$ cat config.mk
export PLATFORM = sky130hd
export DESIGN_NAME = decode_stage_flat
export DESIGN_NICKNAME = d
export VERILOG_FILES = /design/src/rtl/decode_stage_pkg.sv /design/src/rtl/decode_stage_if.sv /design/src/rtl/decode_stage_id_decoder.sv /design/src/rtl/decode_stage.sv /design/src/flat_wrapper.sv
export SDC_FILE = /design/constraint.sdc
export NUM_CORES = 1
export LEC_CHECK = 0
export BUFFER_PORTS_ARGS = -buffer_cell sky130_fd_sc_hd__buf_2
export CORE_MARGIN = 5
export CORE_UTILIZATION = 25
export CTS_CLUSTER_DIAMETER = 40
export DETAILED_ROUTE_END_ITERATION = 8
export GPL_TIMING_DRIVEN = 0
export PLACE_DENSITY = 0.48
export REMOVE_ABC_BUFFERS = 1
export SKIP_CTS_REPAIR_TIMING = 1
export SYNTH_ARGS = -nofsm -noshare
export SYNTH_HDL_FRONTEND = slang
export SYNTH_SLANG_ARGS = --single-unit
export TNS_END_PERCENT = 10
$ cat constraint.sdc
create_clock -name clk -period 4.9 [get_ports clk]
set_input_delay 0.98 -clock clk [delete_from_list [all_inputs] [get_ports clk]]
set_output_delay 0.98 -clock clk [all_outputs]
set_load 0.01 [all_outputs]
$ cat src/rtl/decode_stage_pkg.sv
// Shared constants and types for the ID stage: opcodes, functs, ALU one-hot bit positions,
// operand-select and branch-type enums.
package decode_stage_pkg;

  localparam int ALUOP_W = 12;

  localparam int ALU_ADD  = 0;
  localparam int ALU_SUB  = 1;
  localparam int ALU_SLT  = 2;
  localparam int ALU_SLTU = 3;
  localparam int ALU_AND  = 4;
  localparam int ALU_NOR  = 5;
  localparam int ALU_OR   = 6;
  localparam int ALU_XOR  = 7;
  localparam int ALU_SLL  = 8;
  localparam int ALU_SRL  = 9;
  localparam int ALU_SRA  = 10;
  localparam int ALU_LUI  = 11;

  localparam logic [4:0] REG_RA = 5'd31;

  localparam logic [5:0] OP_SPECIAL = 6'h00;
  localparam logic [5:0] OP_J       = 6'h02;
  localparam logic [5:0] OP_JAL     = 6'h03;
  localparam logic [5:0] OP_BEQ     = 6'h04;
  localparam logic [5:0] OP_BNE     = 6'h05;
  localparam logic [5:0] OP_ADDIU   = 6'h09;
  localparam logic [5:0] OP_SLTI    = 6'h0A;
  localparam logic [5:0] OP_SLTIU   = 6'h0B;
  localparam logic [5:0] OP_ANDI    = 6'h0C;
  localparam logic [5:0] OP_ORI     = 6'h0D;
  localparam logic [5:0] OP_XORI    = 6'h0E;
  localparam logic [5:0] OP_LUI     = 6'h0F;
  localparam logic [5:0] OP_LW      = 6'h23;
  localparam logic [5:0] OP_SW      = 6'h2B;

  localparam logic [5:0] FN_SLL  = 6'h00;
  localparam logic [5:0] FN_SRL  = 6'h02;
  localparam logic [5:0] FN_SRA  = 6'h03;
  localparam logic [5:0] FN_JR   = 6'h08;
  localparam logic [5:0] FN_ADDU = 6'h21;
  localparam logic [5:0] FN_SUBU = 6'h23;
  localparam logic [5:0] FN_AND  = 6'h24;
  localparam logic [5:0] FN_OR   = 6'h25;
  localparam logic [5:0] FN_XOR  = 6'h26;
  localparam logic [5:0] FN_NOR  = 6'h27;
  localparam logic [5:0] FN_SLT  = 6'h2A;
  localparam logic [5:0] FN_SLTU = 6'h2B;

  typedef enum logic [1:0] {SRC1_RS, SRC1_SA, SRC1_PC} src1_sel_e;
  typedef enum logic       {SRC2_RT, SRC2_IMM} src2_sel_e;
  typedef enum logic [2:0] {BR_NONE, BR_BEQ, BR_BNE, BR_J, BR_JR} br_type_e;

  function automatic logic [ALUOP_W-1:0] alu_onehot(input int idx);
    return ALUOP_W'(1) << idx;
  endfunction

endpackage

$ cat src/rtl/decode_stage_if.sv
// Fetch, hazard-unit and ID/EX signals of the decode stage; master is the surrounding pipeline,
// slave is the decode stage itself.
interface decode_stage_if;
  import decode_stage_pkg::*;

  logic               fe_valid;
  logic [31:0]        fe_pc;
  logic [31:0]        fe_inst;
  logic               de_allowin;
  logic [4:0]         forward_rs;
  logic [4:0]         forward_rt;
  logic [31:0]        rs_data;
  logic [31:0]        rt_data;
  logic               stall;
  logic               br_taken;
  logic [31:0]        br_target;
  logic               de_valid;
  logic [31:0]        de_pc;
  logic [ALUOP_W-1:0] de_aluop;
  logic [31:0]        de_src1;
  logic [31:0]        de_src2;
  logic [4:0]         de_dest;
  logic               de_wen;
  logic               de_memread;
  logic               de_memwrite;
  logic [31:0]        de_store;

  modport master (
    output fe_valid, fe_pc, fe_inst, rs_data, rt_data, stall,
    input  de_allowin, forward_rs, forward_rt, br_taken, br_target,
    input  de_valid, de_pc, de_aluop, de_src1, de_src2, de_dest,
    input  de_wen, de_memread, de_memwrite, de_store
  );

  modport slave (
    input  fe_valid, fe_pc, fe_inst, rs_data, rt_data, stall,
    output de_allowin, forward_rs, forward_rt, br_taken, br_target,
    output de_valid, de_pc, de_aluop, de_src1, de_src2, de_dest,
    output de_wen, de_memread, de_memwrite, de_store
  );

endinterface

$ cat src/rtl/decode_stage_id_decoder.sv
// Pure combinational MIPS decoder: instruction word -> ALU op, operand selects, immediates,
// destination, write/memory controls and branch type. Zero latency, no handshake.
module decode_stage_id_decoder
  import decode_stage_pkg::*;
(
  input  logic [31:0]        inst,
  output logic [4:0]         rs,
  output logic [4:0]         rt,
  output logic [ALUOP_W-1:0] aluop,
  output src1_sel_e          src1_sel,
  output src2_sel_e          src2_sel,
  output logic [31:0]        imm_val,
  output logic [31:0]        sa_ext,
  output logic [31:0]        br_off,
  output logic [25:0]        jidx,
  output logic [4:0]         dest,
  output logic               wen,
  output logic               memread,
  output logic               memwrite,
  output br_type_e           br_type
);

  logic [5:0]  op;
  logic [5:0]  funct;
  logic [4:0]  rd;
  logic [15:0] imm;
  logic [31:0] simm;

  assign op     = inst[31:26];
  assign rs     = inst[25:21];
  assign rt     = inst[20:16];
  assign rd     = inst[15:11];
  assign funct  = inst[5:0];
  assign imm    = inst[15:0];
  assign simm   = {{16{imm[15]}}, imm};
  assign sa_ext = {27'b0, inst[10:6]};
  assign br_off = {simm[29:0], 2'b00};
  assign jidx   = inst[25:0];

  always_comb begin
    aluop    = '0;
    src1_sel = SRC1_RS;
    src2_sel = SRC2_RT;
    imm_val  = simm;
    dest     = '0;
    wen      = 1'b0;
    memread  = 1'b0;
    memwrite = 1'b0;
    br_type  = BR_NONE;
    case (op)
      OP_SPECIAL: begin
        dest = rd;
        wen  = 1'b1;
        case (funct)
          FN_SLL:  begin aluop = alu_onehot(ALU_SLL); src1_sel = SRC1_SA; end
          FN_SRL:  begin aluop = alu_onehot(ALU_SRL); src1_sel = SRC1_SA; end
          FN_SRA:  begin aluop = alu_onehot(ALU_SRA); src1_sel = SRC1_SA; end
          FN_ADDU: aluop = alu_onehot(ALU_ADD);
          FN_SUBU: aluop = alu_onehot(ALU_SUB);
          FN_AND:  aluop = alu_onehot(ALU_AND);
          FN_OR:   aluop = alu_onehot(ALU_OR);
          FN_XOR:  aluop = alu_onehot(ALU_XOR);
          FN_NOR:  aluop = alu_onehot(ALU_NOR);
          FN_SLT:  aluop = alu_onehot(ALU_SLT);
          FN_SLTU: aluop = alu_onehot(ALU_SLTU);
          FN_JR:   begin dest = '0; wen = 1'b0; br_type = BR_JR; end
          default: begin dest = '0; wen = 1'b0; end
        endcase
      end
      OP_ADDIU: begin aluop = alu_onehot(ALU_ADD);  src2_sel = SRC2_IMM; dest = rt; wen = 1'b1; end
      OP_SLTI:  begin aluop = alu_onehot(ALU_SLT);  src2_sel = SRC2_IMM; dest = rt; wen = 1'b1; end
      OP_SLTIU: begin aluop = alu_onehot(ALU_SLTU); src2_sel = SRC2_IMM; dest = rt; wen = 1'b1; end
      OP_ANDI: begin
        aluop = alu_onehot(ALU_AND); src2_sel = SRC2_IMM; imm_val = {16'b0, imm};
        dest = rt; wen = 1'b1;
      end
      OP_ORI: begin
        aluop = alu_onehot(ALU_OR); src2_sel = SRC2_IMM; imm_val = {16'b0, imm};
        dest = rt; wen = 1'b1;
      end
      OP_XORI: begin
        aluop = alu_onehot(ALU_XOR); src2_sel = SRC2_IMM; imm_val = {16'b0, imm};
        dest = rt; wen = 1'b1;
      end
      OP_LUI: begin
        aluop = alu_onehot(ALU_LUI); src2_sel = SRC2_IMM; imm_val = {imm, 16'b0};
        dest = rt; wen = 1'b1;
      end
      OP_LW: begin
        aluop = alu_onehot(ALU_ADD); src2_sel = SRC2_IMM; dest = rt; wen = 1'b1; memread = 1'b1;
      end
      OP_SW:  begin aluop = alu_onehot(ALU_ADD); src2_sel = SRC2_IMM; memwrite = 1'b1; end
      OP_BEQ: br_type = BR_BEQ;
      OP_BNE: br_type = BR_BNE;
      OP_J:   br_type = BR_J;
      // Link value is computed by the ALU as pc + 8 so EX needs no special path.
      OP_JAL: begin
        br_type  = BR_J;
        aluop    = alu_onehot(ALU_ADD);
        src1_sel = SRC1_PC;
        src2_sel = SRC2_IMM;
        imm_val  = 32'd8;
        dest     = REG_RA;
        wen      = 1'b1;
      end
      default: ;
    endcase
  end

endmodule

$ cat src/rtl/decode_stage.sv
// MIPS ID stage: IF/ID register, operand mux, branch resolution in ID, ID/EX register (1 cycle).
// Hazard stall freezes IF/ID, bubbles ID/EX and deasserts de_allowin.
module decode_stage
  import decode_stage_pkg::*;
(
  input  logic          clk,
  input  logic          resetn,
  decode_stage_if.slave io
);

  logic        ir_valid_q, ir_valid_d;
  logic [31:0] ir_pc_q, ir_pc_d;
  logic [31:0] ir_inst_q, ir_inst_d;

  always_comb begin
    ir_valid_d = ir_valid_q;
    ir_pc_d    = ir_pc_q;
    ir_inst_d  = ir_inst_q;
    if (!io.stall) begin
      ir_valid_d = io.fe_valid;
      ir_pc_d    = io.fe_pc;
      ir_inst_d  = io.fe_inst;
    end
  end

  always_ff @(posedge clk or negedge resetn) begin
    if (!resetn) begin
      ir_valid_q <= 1'b0;
      ir_pc_q    <= '0;
      ir_inst_q  <= '0;
    end else begin
      ir_valid_q <= ir_valid_d;
      ir_pc_q    <= ir_pc_d;
      ir_inst_q  <= ir_inst_d;
    end
  end

  logic [4:0]         dec_rs, dec_rt, dec_dest;
  logic [ALUOP_W-1:0] dec_aluop;
  src1_sel_e          dec_src1_sel;
  src2_sel_e          dec_src2_sel;
  logic [31:0]        dec_imm, dec_sa_ext, dec_br_off;
  logic [25:0]        dec_jidx;
  logic               dec_wen, dec_memread, dec_memwrite;
  br_type_e           dec_br_type;

  decode_stage_id_decoder u_id_decoder (
    .inst     (ir_inst_q),
    .rs       (dec_rs),
    .rt       (dec_rt),
    .aluop    (dec_aluop),
    .src1_sel (dec_src1_sel),
    .src2_sel (dec_src2_sel),
    .imm_val  (dec_imm),
    .sa_ext   (dec_sa_ext),
    .br_off   (dec_br_off),
    .jidx     (dec_jidx),
    .dest     (dec_dest),
    .wen      (dec_wen),
    .memread  (dec_memread),
    .memwrite (dec_memwrite),
    .br_type  (dec_br_type)
  );

  logic [31:0] src1, src2, pc_plus4, br_target;
  logic        br_cond, issue;

  always_comb begin
    src1 = io.rs_data;
    case (dec_src1_sel)
      SRC1_SA: src1 = dec_sa_ext;
      SRC1_PC: src1 = ir_pc_q;
      default: ;
    endcase
  end

  assign src2     = (dec_src2_sel == SRC2_IMM) ? dec_imm : io.rt_data;
  assign pc_plus4 = ir_pc_q + 32'd4;

  always_comb begin
    br_cond   = 1'b0;
    br_target = pc_plus4 + dec_br_off;
    case (dec_br_type)
      BR_BEQ: br_cond = (io.rs_data == io.rt_data);
      BR_BNE: br_cond = (io.rs_data != io.rt_data);
      BR_J:   begin br_cond = 1'b1; br_target = {pc_plus4[31:28], dec_jidx, 2'b00}; end
      BR_JR:  begin br_cond = 1'b1; br_target = io.rs_data; end
      default: ;
    endcase
  end

  // Under stall the forwarded operands are stale, so neither redirect nor issue.
  assign issue         = ir_valid_q & ~io.stall;
  assign io.br_taken   = issue & br_cond;
  assign io.br_target  = br_target;
  assign io.de_allowin = ~io.stall;
  assign io.forward_rs = ir_valid_q ? dec_rs : 5'd0;
  assign io.forward_rt = ir_valid_q ? dec_rt : 5'd0;

  logic               de_valid_q, de_valid_d;
  logic [31:0]        de_pc_q, de_pc_d;
  logic [ALUOP_W-1:0] de_aluop_q, de_aluop_d;
  logic [31:0]        de_src1_q, de_src1_d;
  logic [31:0]        de_src2_q, de_src2_d;
  logic [4:0]         de_dest_q, de_dest_d;
  logic               de_wen_q, de_wen_d;
  logic               de_memread_q, de_memread_d;
  logic               de_memwrite_q, de_memwrite_d;
  logic [31:0]        de_store_q, de_store_d;

  always_comb begin
    de_valid_d    = issue;
    de_wen_d      = issue & dec_wen & (dec_dest != 5'd0);
    de_memread_d  = issue & dec_memread;
    de_memwrite_d = issue & dec_memwrite;
    de_pc_d       = de_pc_q;
    de_aluop_d    = de_aluop_q;
    de_src1_d     = de_src1_q;
    de_src2_d     = de_src2_q;
    de_dest_d     = de_dest_q;
    de_store_d    = de_store_q;
    if (issue) begin
      de_pc_d    = ir_pc_q;
      de_aluop_d = dec_aluop;
      de_src1_d  = src1;
      de_src2_d  = src2;
      de_dest_d  = dec_dest;
      de_store_d = io.rt_data;
    end
  end

  always_ff @(posedge clk or negedge resetn) begin
    if (!resetn) begin
      de_valid_q    <= 1'b0;
      de_pc_q       <= '0;
      de_aluop_q    <= '0;
      de_src1_q     <= '0;
      de_src2_q     <= '0;
      de_dest_q     <= '0;
      de_wen_q      <= 1'b0;
      de_memread_q  <= 1'b0;
      de_memwrite_q <= 1'b0;
      de_store_q    <= '0;
    end else begin
      de_valid_q    <= de_valid_d;
      de_pc_q       <= de_pc_d;
      de_aluop_q    <= de_aluop_d;
      de_src1_q     <= de_src1_d;
      de_src2_q     <= de_src2_d;
      de_dest_q     <= de_dest_d;
      de_wen_q      <= de_wen_d;
      de_memread_q  <= de_memread_d;
      de_memwrite_q <= de_memwrite_d;
      de_store_q    <= de_store_d;
    end
  end

  assign io.de_valid    = de_valid_q;
  assign io.de_pc       = de_pc_q;
  assign io.de_aluop    = de_aluop_q;
  assign io.de_src1     = de_src1_q;
  assign io.de_src2     = de_src2_q;
  assign io.de_dest     = de_dest_q;
  assign io.de_wen      = de_wen_q;
  assign io.de_memread  = de_memread_q;
  assign io.de_memwrite = de_memwrite_q;
  assign io.de_store    = de_store_q;

endmodule
$ cat src/flat_wrapper.sv
// flat-port wrapper written by rule: the top's interface ports become plain ports
module decode_stage_flat import decode_stage_pkg::*;
  (clk, resetn, io_fe_valid, io_fe_pc, io_fe_inst, io_rs_data, io_rt_data, io_stall, io_de_allowin, io_forward_rs, io_forward_rt, io_br_taken, io_br_target, io_de_valid, io_de_pc, io_de_aluop, io_de_src1, io_de_src2, io_de_dest, io_de_wen, io_de_memread, io_de_memwrite, io_de_store);
  decode_stage_if io_i ();
  input  logic clk;
  input  logic resetn;
  input wire logic [$bits(io_i.fe_valid)-1:0] io_fe_valid;
  input wire logic [$bits(io_i.fe_pc)-1:0] io_fe_pc;
  input wire logic [$bits(io_i.fe_inst)-1:0] io_fe_inst;
  input wire logic [$bits(io_i.rs_data)-1:0] io_rs_data;
  input wire logic [$bits(io_i.rt_data)-1:0] io_rt_data;
  input wire logic [$bits(io_i.stall)-1:0] io_stall;
  output wire logic [$bits(io_i.de_allowin)-1:0] io_de_allowin;
  output wire logic [$bits(io_i.forward_rs)-1:0] io_forward_rs;
  output wire logic [$bits(io_i.forward_rt)-1:0] io_forward_rt;
  output wire logic [$bits(io_i.br_taken)-1:0] io_br_taken;
  output wire logic [$bits(io_i.br_target)-1:0] io_br_target;
  output wire logic [$bits(io_i.de_valid)-1:0] io_de_valid;
  output wire logic [$bits(io_i.de_pc)-1:0] io_de_pc;
  output wire logic [$bits(io_i.de_aluop)-1:0] io_de_aluop;
  output wire logic [$bits(io_i.de_src1)-1:0] io_de_src1;
  output wire logic [$bits(io_i.de_src2)-1:0] io_de_src2;
  output wire logic [$bits(io_i.de_dest)-1:0] io_de_dest;
  output wire logic [$bits(io_i.de_wen)-1:0] io_de_wen;
  output wire logic [$bits(io_i.de_memread)-1:0] io_de_memread;
  output wire logic [$bits(io_i.de_memwrite)-1:0] io_de_memwrite;
  output wire logic [$bits(io_i.de_store)-1:0] io_de_store;
  assign io_i.fe_valid = io_fe_valid;
  assign io_i.fe_pc = io_fe_pc;
  assign io_i.fe_inst = io_fe_inst;
  assign io_i.rs_data = io_rs_data;
  assign io_i.rt_data = io_rt_data;
  assign io_i.stall = io_stall;
  assign io_de_allowin = io_i.de_allowin;
  assign io_forward_rs = io_i.forward_rs;
  assign io_forward_rt = io_i.forward_rt;
  assign io_br_taken = io_i.br_taken;
  assign io_br_target = io_i.br_target;
  assign io_de_valid = io_i.de_valid;
  assign io_de_pc = io_i.de_pc;
  assign io_de_aluop = io_i.de_aluop;
  assign io_de_src1 = io_i.de_src1;
  assign io_de_src2 = io_i.de_src2;
  assign io_de_dest = io_i.de_dest;
  assign io_de_wen = io_i.de_wen;
  assign io_de_memread = io_i.de_memread;
  assign io_de_memwrite = io_i.de_memwrite;
  assign io_de_store = io_i.de_store;
  decode_stage u_core (.clk(clk), .resetn(resetn), .io(io_i));
endmodule
==> results of run 1 <==
==> kinds of logic (layout without fill, tap and decap cells) <==
logic type               after synthesis  count (layout)  share of synthesized area
AND/OR/NAND/NOR                      486             486                      0.178
adder cells (fa/ha/maj)               36              36                     0.0387
multiplexers                          66              66                     0.0627
flip-flops                           214             214                      0.453
buffers and inverters                 98             461                     0.0329
XOR/XNOR                              86              86                     0.0643
AO/OA/AOI/OAI                        307             307                      0.170
==> cell type report <==
type | instances | area [um2]
Clock buffer | 59 | 1260
Sequential cell | 214 | 5380
Clock inverter | 24 | 274
Timing Repair Buffer | 362 | 2110
Inverter | 16 | 65.1
Multi-Input combinational cell | 981 | 6450
Fill cell | 4872 | 30300
Tap cell | 607 | 759
==> where the power goes <==
group / switching (mW) / internal (mW)
clock network: 1.06 / 2.03
registers: 0.274 / 2.04
logic: 1.13 / 0.780
==> stage by stage <==
stage | setup TNS [ps] | power, mW | utilization | cells | hold slack (ps)
2_1_floorplan | -63800 | 3.23 | - | 1211 | 479
3_3_place_gp | -1133830 | 4.13 | 0.298 | 2142 | 455
3_5_place_dp | -2660 | 4.16 | 0.305 | 2156 | 457
4_1_cts | -14770 | 7.31 | 0.338 | 2239 | 218
5_1_grt | -4640 | 7.69 | 0.349 | 2263 | 220
6_report | -2330 | 7.32 | 0.349 | 2263 | 247
==> per-layer routing <==
metal | track usage | up-vias
li1 | - | 5206
met2 | 0.312 | 331
met5 | 0 | -
met3 | 0.0418 | 61
met1 | 0.248 | 5475
met4 | 0.0444 | 2
==> final timing paths <==
check | endpoint | slack, ps
hold reg to reg | u_core.io.de_pc[3] | 460
max in group asynchronous | u_core.ir_pc_q[16] | 3810
setup / recovery | io_br_target[31] | -530
min in group clk | u_core.io.de_pc[3] | 460
hold / removal | u_core.io.de_pc[0] | 250
setup reg to reg | u_core.io.de_src1[30] | 1680
==> registers in the layout, indices dropped and copies added (netlist names) <==
name                   count
u_core.io.de_aluop        12
u_core.io.de_dest          5
u_core.ir_pc_q            32
u_core.io.de_memread       1
u_core.io.de_src1         32
u_core.ir_inst_q          32
u_core.ir_valid_q          1
u_core.io.de_store        32
u_core.io.de_pc           32
u_core.io.de_memwrite      1
u_core.io.de_valid         1
u_core.io.de_wen           1
u_core.io.de_src2         32
==> synth_stat cells, types with 3 or more instances <==
cell and number:
a211oi_1 3, a21o_1 16, a21oi_1 83, a221oi_1 23, a22oi_1 60, and2_1 11, and3_1 13, buf_1 3
buf_2 14, clkbuf_1 64, dfrtp_1 214, ha_1 35, inv_1 15, mux2_2 65, nand2_1 265, nand2b_1 8
nand3_1 16, nand4_1 10, nor2_1 111, nor2b_1 8, nor3_1 13, nor3b_1 3, nor4_1 11, o21a_1 3
o21ai_0 63, o21ai_1 7, o21bai_1 4, o31ai_1 18, or2_2 3, or3_1 4, xnor2_1 27, xor2_1 58
==> critical path: stages (launching register included) <==
cell and delay, ps:
dfrtp_2 440, ha_4 160, nand4_1 90, buf_6 160, nor2_4 150, nand2_4 110, nor2_2 110, nand2_1 70
xnor2_1 160, ha_2 370, and3_4 200, nand4_1 150, or4_1 450, o22ai_2 200, o41ai_2 110, buf_4 160
o21ai_2 130, xor2_1 200, mux2i_1 250, o21ai_2 90, buf_2 150
==> summary.txt, run 1 <==
Timing
  • Unrepaired setup endpoints after global routing: true
  • Final WS setup: -528 ps
  • Number of max-slew violations in the final report: 0
  • Largest clock skew in the final design: 29.9 ps
  • Worst slew pin tran: 1180 ps
  • Final Hold Vio Count: 0
  • Max_slew headroom: 0.212
  • Total setup violations reported at the end of the flow: 10
  • Fmax: approximately 180 MHz
  • Final worst-path cycle share: 1.11
  • Final worst path period need: 5430 ps

Clock network
  • Number of H-tree levels: 2
  • Buffer cell driving the clock tree root: clkbuf_16
  • Clock-pin slew on the worst setup and hold paths: around 50 ps
  • TritonCTS buffer count: 45
  • Clock latency reported for the late side of the worst-skew pair: roughly 570 ps
  • TritonCTS clock tree: done
  • Maximum clock insertion buffer count: 3
  • CTS Sinks: ~210

Yosys
  • Gate count of the mapped netlist: 1293
  • Number of enable-type register cells in the synthesized netlist: 0
  • Share of synthesized area occupied by flip-flops and latches: 0.453
  • Warning count from the yosys run: 0
  • Synth Flop Type: dfrtp_1
  • Dominant cell type by area after synthesis: dfrtp_1
  • Register bit total from synthesis: 214
  • Ranking of synthesized cells by area: dfrtp_1, nand2_1, mux2_2
  • Number of different library cells in the post-synthesis netlist: between 60 and 70
  • Async set-reset flop share out of synthesis: 1.00
  • Post-synth top area share: 0.453
  • Mean area per synthesized cell: roughly 9.1 um2
  • Total standard cell area after synthesis: about 12000 um2

Power and ir drop
  • Peak supply drop: around 0.00022 V
  • Pwr/cell area: 449 nW/um2
  • LEAKAGE: ~7.6 nW

Floorplan
  • Std-Cell Core Area: 46700 um2
  • Ports placed on the boundary: ~330
  • Site row count: 79
  • Horiz. Die Dim: ~230 um
  • Die outline height: between 200 and 250 um
  • Initial core utilization: 0.254
  • Total die area: just over 50000 um2

Layout
  • Layout cell share with drive strength beyond 1: 0.356
  • Most common library cell in the layout ignoring fill and taps: buf_2
  • Post-Layout Inst Area: between 15000 and 20000 um2
  • Layout overhead on the synthesized area: 37.8%
  • Commonest non-fill, non-tap cells in the layout: buf_2, nand2_1, dfrtp_1, nor2_1, a21oi_1
  • Diode count: 0
  • Nets: between 1500 and 2000

Outcome
  • Outcome: complete, but fails checks
  • Failing checks: setup timing

Worst setup path
  • Kind of start point of the critical path: flip-flop
  • Type of the worst setup path: flip-flop to output pin
  • Endpoint required time on the critical path: between 3000 and 4000 ps
  • Arrival time at the worst endpoint: between 4000 and 5000 ps
  • Critical Path Sink Type: output pin
  • Source of the critical timing path: u_core.ir_pc_q[3]
  • Critical register-to-register path startpoint: u_core.ir_inst_q[4]
  • Largest driver fanout on the critical path: 5
  • Cells on worst reg2reg path: 9

Routing
  • Met2 wire length: between 20000 and 25000 um
  • Top Metal Used: met5
  • Remaining antenna violation count after routing: 0
  • Aggregate routed wire length: 50700 um
  • DRC marker count from the first detailed-route iteration: roughly 800
  • Met1 WL: 22000 um
  • Average vias per placed instance: 4.89
  • Vias: approximately 11000
  • Met3 Routed Length: around 2900 um
  • Detailed-routing iteration count for the pre-antenna-repair pass: 6
  • WL per Instance: approximately 22 um
  • DRC Markers: 0

GRT
  • Grt ovf: 0
  • First-pass GRT wire length: 72400 um
  • Largest net degree at the start of global routing: approximately 110
  • Number of antenna violations at the first check in global routing: 2
  • Via count of the first global-routing pass: around 11000
  • Overall global routing resource usage: 0.187

Placed design
  • Port-buffer cells: 324
  • HPWL reported at the end of detailed placement: around 37000 um
  • Area after detailed placement: ~14000 um2
  • Worst slack at placement: -834 ps
  • RD Place Congestion: ~0.81

Flow run
  • Number of max-cap violations: 0

Worst hold path
  • Type of the worst min-delay path: input port to async pin
(Power assumes the default switching activity.)
==> run 2: changes to the inputs <==
--- a/config.mk
+++ b/config.mk
@@ -11,9 +11,11 @@
 export CTS_CLUSTER_DIAMETER = 40
 export DETAILED_ROUTE_END_ITERATION = 8
 export GPL_TIMING_DRIVEN = 0
+export MAX_ROUTING_LAYER = met4
 export PLACE_DENSITY = 0.48
 export REMOVE_ABC_BUFFERS = 1
 export SKIP_CTS_REPAIR_TIMING = 1
+export SLEW_MARGIN = 20
 export SYNTH_ARGS = -nofsm -noshare
 export SYNTH_HDL_FRONTEND = slang
 export SYNTH_SLANG_ARGS = --single-unit
==> run 2 against run 1 <==
Net effect: the run still ends with setup timing left; global-route usage increased by 0.61 points; hold slack improved by 79 ps; maximum frequency decreased by 1.4%; first-iteration DRC count decreased by 8.8%; clock power about the same; clock skew decreased by 9.3 ps; setup slack got worse by 75 ps; clock-buffer cell count unchanged; combinational power about the same; power increased by 0.13%; sequential share of layout area about the same; wire length increased by 0.31%; critical endpoint unchanged; highest routed layer is now met4.
==> summary.txt, run 2 (synthesis results as in run 1) <==
Timing
  • Number of max-slew violations in the final report: 0 (unchanged)
  • Final worst path period need: 5500 ps (+75.4 ps)
  • Worst slew pin tran: 1160 ps (-22.3 ps)
  • Max_slew headroom: 0.227 (+0.0148)
  • Largest clock skew in the final design: 20.6 ps (-9.25 ps)
  • Final WS setup: -603 ps (-75.4 ps)
  • Final worst-path cycle share: 1.12 (+0.0154)
  • Fmax: 182 MHz (-1.4%)
  • Final Hold Vio Count: 0 (unchanged)
  • Unrepaired setup endpoints after global routing: true
  • Total setup violations reported at the end of the flow: 11 (+1)
  • Aggregate negative setup slack: -2790 ps (-465 ps)

Routing
  • DRC Markers: 0 (unchanged)
  • Met3 Routed Length: 2660 um (-7.7%)
  • Aggregate routed wire length: 50800 um (+0.31%)
  • Met1 WL: 22400 um (+1.6%)
  • Top Metal Used: met4
  • DRC marker count from the first detailed-route iteration: 713 (-8.8%)
  • WL per Instance: 22.4 um (+0.22%)
  • Met2 wire length: 24600 um (about the same)
  • Average vias per placed instance: 4.85 (-0.91%)
  • Vias: 11000 (-0.82%)
  • Remaining antenna violation count after routing: 0 (unchanged)
  • Detailed-routing iteration count for the pre-antenna-repair pass: 5 (-1)

GRT
  • Via count of the first global-routing pass: 10900 (-1.2%)
  • Grt ovf: 0 (unchanged)
  • Overall global routing resource usage: 0.193 (+0.00608)
  • Number of antenna violations at the first check in global routing: 3 (+1)
  • Largest net degree at the start of global routing: 99 (-8.3%)
  • First-pass GRT wire length: 72500 um (+0.19%)

Clock network
  • Maximum clock insertion buffer count: 3 (unchanged)
  • CTS Sinks: 214 (unchanged)
  • TritonCTS clock tree: done
  • Clock latency reported for the late side of the worst-skew pair: 560 ps (about the same)
  • Clock-pin slew on the worst setup and hold paths: 50 ps (about the same)
  • TritonCTS buffer count: 45 (unchanged)
  • Buffer cell driving the clock tree root: clkbuf_16
  • Number of H-tree levels: 2 (unchanged)

Placed design
  • Worst slack at placement: -779 ps (+55.1 ps)
  • RD Place Congestion: 0.825 (+1.6%)
  • HPWL reported at the end of detailed placement: 37500 um (+1.0%)
  • Port-buffer cells: 324 (unchanged)

Outcome
  • Failing checks: setup timing
  • Outcome: complete, but fails checks

Power and ir drop
  • Net switching power: 2.46 mW (about the same)
  • LEAKAGE: 7.59 nW (+0.23%)
  • Register share of total power: 0.316 (about the same)
  • Combinational power share: 0.260 (about the same)
  • Internal: 4.87 mW (+0.22%)
  • Proportion of power drawn by the clock network: 0.424 (about the same)
  • Net Sw Frac: 0.336 (-0.000593)
  • Peak supply drop: 0.000253 V (+15%)
  • Pwr/cell area: 449 nW/um2 (about the same)

Worst setup path
  • Critical Path Sink Type: output pin
  • Endpoint required time on the critical path: 3920 ps (about the same)
  • Type of the worst setup path: flip-flop to output pin
  • Largest driver fanout on the critical path: 5 (unchanged)
  • Kind of start point of the critical path: flip-flop
  • Arrival time at the worst endpoint: 4520 ps (+70 ps)

Floorplan
  • Std-Cell Core Area: 46700 um2 (unchanged)
  • Total die area: 51800 um2 (unchanged)
  • Ports placed on the boundary: 325 (unchanged)
  • Initial core utilization: 0.254 (unchanged)
  • Site row count: 79 (unchanged)
  • Horiz. Die Dim: 228 um (unchanged)
  • Die outline height: 228 um (unchanged)

Worst hold path
  • Type of the worst min-delay path: input port to async pin

Flow run
  • Number of max-cap violations: 0 (unchanged)

Layout
  • Layout cell share with drive strength beyond 1: 0.352 (-0.00362)
  • Commonest non-fill, non-tap cells in the layout: buf_2, nand2_1, dfrtp_1, nor2_1, a21oi_1
  • Most common library cell in the layout ignoring fill and taps: buf_2
  • Nets: 1789 (+0.056%)
  • Layout overhead on the synthesized area: 38.0% (about the same)
==> run 2: power by group through the flow <==
stage                     registers, mW  clock network (mW)  logic, mW
after floorplan                    2.35                   0      0.877
after global placement             2.33                   0       1.80
after detailed placement           2.34                   0       1.82
after CTS                          2.31                3.20       1.83
after global routing               2.35                3.29       2.09
final                              2.31                3.11       1.90
==> run 2: layer usage <==
| metal | up-vias | global-route usage |
|---|---|---|
| li1 | 5203 | - |
| met1 | 5400 | 0.249 |
| met2 | 312 | 0.314 |
| met3 | 69 | 0.0352 |
| met4 | 0 | 0.0521 |
| met5 | - | - |
==> run 2: worst max-delay path, cell delays in order (launching register included) <==
cell	delay, ps
dfrtp_2	430
ha_4	160
nand4_1	110
buf_6	160
nor2_4	130
nand2_4	110
nor2_4	110
and3_4	220
xor2_4	190
ha_4	230
a21o_1	150
a21o_1	210
a2111oi_4	330
nor3_2	100
o41ai_2	340
buf_4	180
o21ai_2	70
xor2_1	150
mux2i_1	170
o21ai_1	220
buf_2	180
==> run 2: cell type report <==
cell class / instances / area, um2
fillers: 4854 / 30300
multi-input cells: 981 / 6450
flip-flops and latches: 214 / 5380
repair buffers: 363 / 2120
clock buffers: 59 / 1270
well taps: 607 / 759
clock inverters: 23 / 272
inverters: 16 / 67.6
diodes: 2 / 5.00
==> run 2: per-stage QoR <==
step | total power [mW] | cells | hold slack [ps] | instance area (um2) | util
6_report | 7.33 | 2265 | 327 | 16300 | 0.350
5_1_grt | 7.73 | 2265 | 324 | 16300 | 0.350
4_1_cts | 7.34 | 2239 | 307 | 15800 | 0.339
3_5_place_dp | 4.16 | 2157 | 457 | 14300 | 0.306
3_3_place_gp | 4.13 | 2142 | 455 | 13900 | 0.298
2_1_floorplan | 3.23 | 1211 | 479 | 11500 | -
==> run 2: path summary, 6_finish.rpt <==
path | start | to | slack [ps] | cells past startpoint
max | u_core.ir_pc_q[3] | io_br_target[31] | -600 | 20
min reg2reg | u_core.io.de_store[6] | u_core.io.de_store[6] | 470 | 2
min | resetn | u_core.ir_pc_q[3] | 330 | 1
max in group asynchronous | resetn | u_core.ir_pc_q[17] | 3710 | 2
max reg2reg | u_core.ir_inst_q[4] | u_core.io.de_src1[23] | 1380 | 9
min in group clk | u_core.io.de_store[6] | u_core.io.de_store[6] | 470 | 2
